**src/rtl/dtw_pkg.sv**
```systemverilog
// Shared types and constants for the DTW result streamer.
// FIFO entry layout is {qid, position, minval} from MSB to LSB.
package dtw_pkg;

    typedef enum logic [2:0] {
        IDLE,
        FETCH,
        CAPTURE,
        BEAT0,
        BEAT1,
        BEAT2
    } state_t;

    localparam logic [31:0] TERM_QID = 32'hFFFF_FFFF;

    localparam int QID_LSB = 48;
    localparam int POS_LSB = 16;
    localparam int MIN_LSB = 0;

endpackage

```
**src/rtl/dtw_result_streamer_if.sv**
```systemverilog
// AXI-Stream beat channel between the result streamer and the S2MM DMA.
interface dtw_result_streamer_if #(
    parameter int DW = 32
);

    logic [DW-1:0] tdata;
    logic          tvalid;
    logic          tready;
    logic          tlast;

    modport master (
        output tdata,
        output tvalid,
        output tlast,
        input  tready
    );

    modport slave (
        input  tdata,
        input  tvalid,
        input  tlast,
        output tready
    );

endinterface

```
**src/rtl/dtw_result_streamer.sv**
```systemverilog
// Drains the DTW sink FIFO and serialises {qid, position, minval} records
// as three-beat AXI-Stream words, grouped into packets of pkt_len records.
module dtw_result_streamer
    import dtw_pkg::*;
#(
    parameter int DTW_DWIDTH = 16,
    parameter int AXI_DWIDTH = 32,
    parameter int CNT_WIDTH  = 16
) (
    input  logic                      clk,
    input  logic                      rst_n,
    input  logic                      enable,
    input  logic [CNT_WIDTH-1:0]      pkt_len,
    input  logic                      flush,
    input  logic                      fifo_empty,
    output logic                      fifo_rden,
    input  logic [64+DTW_DWIDTH-1:0]  fifo_dout,
    dtw_result_streamer_if.master     m_axis,
    output logic                      busy,
    output logic [31:0]               records_sent
);

    state_t                state;
    state_t                nxt;
    logic [31:0]           qid;
    logic [31:0]           pos;
    logic [DTW_DWIDTH-1:0] minval;
    logic                  is_term;
    logic [CNT_WIDTH-1:0]  rec_cnt;
    logic [CNT_WIDTH-1:0]  eff_len;
    logic                  last_rec;
    logic                  load_term;
    logic                  beat2_done;

    // Terminators always close the packet regardless of eff_len.
    assign last_rec = is_term ||
        (({1'b0, rec_cnt} + 1'b1) == {1'b0, eff_len});

    assign beat2_done = (state == BEAT2) && m_axis.tready;
    assign busy       = (state != IDLE);

    always_comb begin
        nxt           = state;
        load_term     = 1'b0;
        fifo_rden     = 1'b0;
        m_axis.tvalid = 1'b0;
        m_axis.tdata  = '0;
        m_axis.tlast  = 1'b0;
        unique case (state)
            IDLE: begin
                if (enable && !fifo_empty) begin
                    nxt = FETCH;
                end else if (flush && (rec_cnt != '0)) begin
                    load_term = 1'b1;
                    nxt       = BEAT0;
                end
            end
            FETCH: begin
                fifo_rden = 1'b1;
                nxt       = CAPTURE;
            end
            CAPTURE: nxt = BEAT0;
            BEAT0: begin
                m_axis.tvalid = 1'b1;
                m_axis.tdata  = AXI_DWIDTH'(qid);
                if (m_axis.tready) nxt = BEAT1;
            end
            BEAT1: begin
                m_axis.tvalid = 1'b1;
                m_axis.tdata  = AXI_DWIDTH'(pos);
                if (m_axis.tready) nxt = BEAT2;
            end
            BEAT2: begin
                m_axis.tvalid = 1'b1;
                m_axis.tdata  = AXI_DWIDTH'(minval);
                m_axis.tlast  = last_rec;
                if (m_axis.tready) begin
                    nxt = (enable && !fifo_empty) ? FETCH : IDLE;
                end
            end
            default: nxt = IDLE;
        endcase
    end

    always_ff @(posedge clk or negedge rst_n) begin
        if (!rst_n) begin
            state        <= IDLE;
            qid          <= '0;
            pos          <= '0;
            minval       <= '0;
            is_term      <= 1'b0;
            rec_cnt      <= '0;
            eff_len      <= '0;
            records_sent <= '0;
        end else begin
            state <= nxt;
            if (load_term) begin
                qid     <= TERM_QID;
                pos     <= 32'(rec_cnt);
                minval  <= '0;
                is_term <= 1'b1;
            end
            if (state == CAPTURE) begin
                qid     <= fifo_dout[QID_LSB +: 32];
                pos     <= fifo_dout[POS_LSB +: 32];
                minval  <= fifo_dout[MIN_LSB +: DTW_DWIDTH];
                is_term <= 1'b0;
                if (rec_cnt == '0) begin
                    eff_len <= (pkt_len == '0) ? CNT_WIDTH'(1) : pkt_len;
                end
            end
            if (beat2_done) begin
                rec_cnt <= last_rec ? '0 : rec_cnt + 1'b1;
                if (!is_term) records_sent <= records_sent + 32'd1;
            end
        end
    end

endmodule
```
**src/flat_wrapper.sv**
```systemverilog
// flat-port wrapper written by rule: the top's interface ports become plain ports
module dtw_result_streamer_flat import dtw_pkg::*;
#(
    parameter int DTW_DWIDTH = 16,
    parameter int AXI_DWIDTH = 32,
    parameter int CNT_WIDTH  = 16
)
  (clk, rst_n, enable, pkt_len, flush, fifo_empty, fifo_rden, fifo_dout, busy, records_sent, m_axis_tdata, m_axis_tvalid, m_axis_tlast, m_axis_tready);
  dtw_result_streamer_if m_axis_i ();
  input  logic clk;
  input  logic rst_n;
  input  logic enable;
  input  logic [CNT_WIDTH-1:0] pkt_len;
  input  logic flush;
  input  logic fifo_empty;
  output logic fifo_rden;
  input  logic [64+DTW_DWIDTH-1:0] fifo_dout;
  output logic busy;
  output logic [31:0] records_sent;
  output wire logic [$bits(m_axis_i.tdata)-1:0] m_axis_tdata;
  output wire logic [$bits(m_axis_i.tvalid)-1:0] m_axis_tvalid;
  output wire logic [$bits(m_axis_i.tlast)-1:0] m_axis_tlast;
  input wire logic [$bits(m_axis_i.tready)-1:0] m_axis_tready;
  assign m_axis_tdata = m_axis_i.tdata;
  assign m_axis_tvalid = m_axis_i.tvalid;
  assign m_axis_tlast = m_axis_i.tlast;
  assign m_axis_i.tready = m_axis_tready;
  dtw_result_streamer #(.DTW_DWIDTH(DTW_DWIDTH), .AXI_DWIDTH(AXI_DWIDTH), .CNT_WIDTH(CNT_WIDTH)) u_core (.clk(clk), .rst_n(rst_n), .enable(enable), .pkt_len(pkt_len), .flush(flush), .fifo_empty(fifo_empty), .fifo_rden(fifo_rden), .fifo_dout(fifo_dout), .m_axis(m_axis_i), .busy(busy), .records_sent(records_sent));
endmodule
```
**config.mk**
```make
export PLATFORM = sky130hd
export DESIGN_NAME = dtw_result_streamer_flat
export DESIGN_NICKNAME = d
export VERILOG_FILES = /design/src/rtl/dtw_pkg.sv /design/src/rtl/dtw_result_streamer_if.sv /design/src/rtl/dtw_result_streamer.sv /design/src/flat_wrapper.sv
export SDC_FILE = /design/constraint.sdc
export NUM_CORES = 1
export LEC_CHECK = 0
export BUFFER_PORTS_ARGS = -buffer_cell sky130_fd_sc_hd__clkbuf_2
export CORE_ASPECT_RATIO = 1.4
export CORE_MARGIN = 5
export CORE_UTILIZATION = 49
export CTS_CLUSTER_SIZE = 30
export DETAILED_ROUTE_END_ITERATION = 10
export GPL_ROUTABILITY_DRIVEN = 0
export PLACE_DENSITY = 0.83
export SKIP_LAST_GASP = 1
export SLEW_MARGIN = 15
export SYNTH_ARGS = -nofsm -noshare
export SYNTH_HDL_FRONTEND = slang
export SYNTH_SLANG_ARGS = --single-unit
```
**constraint.sdc**
```tcl
create_clock -name clk -period 2.9 [get_ports clk]
set_input_delay 0.58 -clock clk [delete_from_list [all_inputs] [get_ports clk]]
set_output_delay 0.58 -clock clk [all_outputs]
set_load 0.02 [all_outputs]
```
==> results.cfg <==
[status]
status = complete, but fails checks
violations = negative setup slack

[yosys]
synth_nets = 949
synth_top_flop_cell = dfrtp_1
synth_common_cells = nand2_1, dfrtp_1, nor2_1
yosys.area.top_type_share_pct = 48.9
synth_seq_cells = 148
yosysTopAreaCell = dfrtp_1
synth_edf_count = 0
yosysMostFrequentCell = nand2_1
synthMuxAreaShare_pct = 2.68
yosysUniqueCellTypes = 63
avgSynthCellArea_um2 = 8.98
syn_inst = 844
synth_area_mm2 = 0.00758
ys_async_sr_fraction_pct = 100
synthXorXnorAreaFrac_pct = 5.78
synth_compound_area_share_pct = 14.6
synth_simple_gate_area_share_pct = 22.9
synth_fa_ha_area_share_pct = 0.495
synth_top_family_by_area = simple AND/OR/NAND/NOR gates
yosysSeqAreaShare_pct = 48.9
synthTopCellsByArea = dfrtp_1, nand2_1, nor2_1
ys_warn_count = 0

[route]
vias_per_cell = 5.77
firstDrtPassIters = 5
routed_wl_um = 21700
post_drt_wl_per_cell_um = 17.7
drtIter0Drc = 806
drc = 0
vias = 7080
antenna_left = 0

[final_layout]
fillCellCount = 1240
drive_gt1_share_pct = 30.4
final_cells = 1226
num-nets-final = 1126
final_area_mm2 = 0.00954
antennaDiodeCount = 0
syn_to_final_growth_pct = 25.9

[clock_tree]
postCtsHoldBufs = 0
cts_buffers = 17
h-tree-depth = 4
clk_latency_ps = 420
cts_tree = done
root_buffer = clkbuf_16
cts_sinks = 148
cts_buffer_depth = 2
path_clk_slew_ps = 70

[timing]
finalHoldViolCount = 0
slew_viol_final = 0
max_slew_margin_pct = 51.9
timing.final.crit_share_pct = 115
period_needed_ps = 3320
finClkSkew_ps = 10.5
setup_ws_ps = -424
setup_tns_ps = -424
fmax_ghz = 0.301
tightest_slew_ps = 721
rsz0062_at_grt = yes
setup_violations = 1

[power_and_ir_drop]
power.density_mw_per_mm2 = 938
p_int_mw = 5.28
p_leak_nw = 4.53
seqPwrFrac_pct = 34.7
p_sw_mw = 3.66
peakVddDrop_uv = 522
p_comb_share_pct = 40.9
p_sw_share_pct = 40.9
clock_power_share_pct = 24.4

[worst_setup_path]
start_kind = register
reg2reg_setup_slack_ps = 190
crit_fanout = 5
cp.arrival_ps = 2740
r2r-end = u_core.rec_cnt[3]
reg2reg_from = u_core.rec_cnt[0]
r2r_cells = 10
worstPathRequired_ps = 2320
crit_start = u_core.rec_cnt[0]
critPathKind = reg2out
end_kind = primary output

[grt]
grt_pass1_vias = 6906
grt_max_degree = 72
met3_usage_pct = 4.88
grt_pass1_wl_um = 34600
use_met1_pct = 29.5
use_met2_pct = 40.2
gr-usage-all-layers_pct = 24.0
grt-busiest-layer = met2
antenna_found_initial = 1
grt_overflow = 0

[placed_design]
io_buffers = 169
placed_cells = 1191
hpwl_um = 15600
place_area_mm2 = 0.00883

[floorplanning]
die-height_um = 157
die_area_mm2 = 0.0181
ios = 170
die_w_um = 115
start_util_pct = 50.1
fp-row-count = 53
core_area_mm2 = 0.0151

[flow_run]
maxCapViolCount = 0

[hold_path]
hold_class = in2async
per-layer routing:
| metal | wire, um | vias to the layer above | part of all wire [%] |
|---|---|---|---|
| li1 | - | 3276 | - |
| met4 | 997 | 2 | 4.6 |
| met2 | 10900 | 310 | 50 |
| met3 | 1360 | 77 | 6.3 |
| met1 | 8380 | 3415 | 39 |
| met5 | 11 | - | 0.051 |
cells by family after synthesis:
group	count (synthesis)
compound gates	173
xor+xnor	50
fa+ha+maj	3
buf+inv	77
flops	148
mux	18
simple gates	375
sequential cells by signal, summed over array words and instances (netlist names):
register,flops
u_core.eff_len,16
u_core.is_term,1
u_core.minval,16
u_core.pos,32
u_core.qid,32
u_core.rec_cnt,16
u_core.records_sent,32
u_core.state,3
worst max-delay path: stages (launching register included):
cell,delay [ps]
dfrtp_2,440
ha_4,180
nand3_2,80
or4_4,540
xnor2_2,160
o221ai_2,110
a2111o_1,400
nand2_2,90
and3_4,180
clkbuf_8,140
cell type report:
cell class,count,area [um2],area share (%)
multi-input combinational,619,3620,38.0
inverter,9,33.8,0.354
timing repair buffer,226,1340,14.1
clock buffer,17,425,4.46
sequential,148,3710,38.9
tap,192,240,2.52
clock inverter,15,163,1.71
worst max path at each step:
| stage | slack (ps) | endpoint |
|---|---|---|
| final | -420 | m_axis_tlast |
| after floorplan | 9 | m_axis_tlast |
| after global routing | -520 | m_axis_tlast |
| after global placement | -300 | m_axis_tlast |
| after CTS | -390 | m_axis_tlast |
| after detailed placement | -360 | m_axis_tlast |
metrics by stage:
| stage | hold slack (ps) | worst slack (ps) | power, mW | utilization (%) |
|---|---|---|---|---|
| finish | 147 | -424 | 8.94 | 63.1 |
| global route | 193 | -515 | 9.49 | 63.1 |
| CTS | 175 | -390 | 8.94 | 62.9 |
| detailed placement | 458 | -364 | 6.68 | 58.4 |
| global placement | 463 | -302 | 6.56 | 58.4 |
| floorplan | 284 | 8.53 | 5.42 | - |
power groups by stage:
stage	sequential [mW]	combinational [mW]	clock [mW]
3_3_place_gp	3.09	3.46	0
3_5_place_dp	3.12	3.56	0
4_1_cts	3.09	3.64	2.20
5_1_grt	3.18	4.01	2.30
2_1_floorplan	2.97	2.45	0
6_report	3.10	3.66	2.18
cells in the final DEF, fill, tap and decap left out, types with 3 or more instances in the layout:
master / count
a21oi_1: 38
a22o_1: 16
a22oi_1: 16
a31oi_1: 20
and2_1: 6
and3_1: 17
buf_12: 4
buf_4: 52
clkbuf_16: 17
clkbuf_2: 167
clkinv_4: 3
dfrtp_1: 145
dfrtp_2: 3
inv_1: 9
inv_6: 6
mux2_2: 18
nand2_1: 154
nand3_1: 22
nand4_1: 9
nor2_1: 98
nor2b_1: 4
nor3_1: 13
nor3b_1: 6
nor4_1: 11
nor4b_1: 7
o2111ai_1: 3
o21ai_0: 51
o21ai_2: 9
xnor2_1: 30
xor2_1: 19
timing repair:
item                                   CTS  global route
gates resized for setup                 15             4
pin swaps                                7             1
cloned                                   0             0
setup endpoints to repair                6            12
endpoints found under the hold margin    0             0
setup buffers                            3             1
Power figures use the tool's default switching activity.
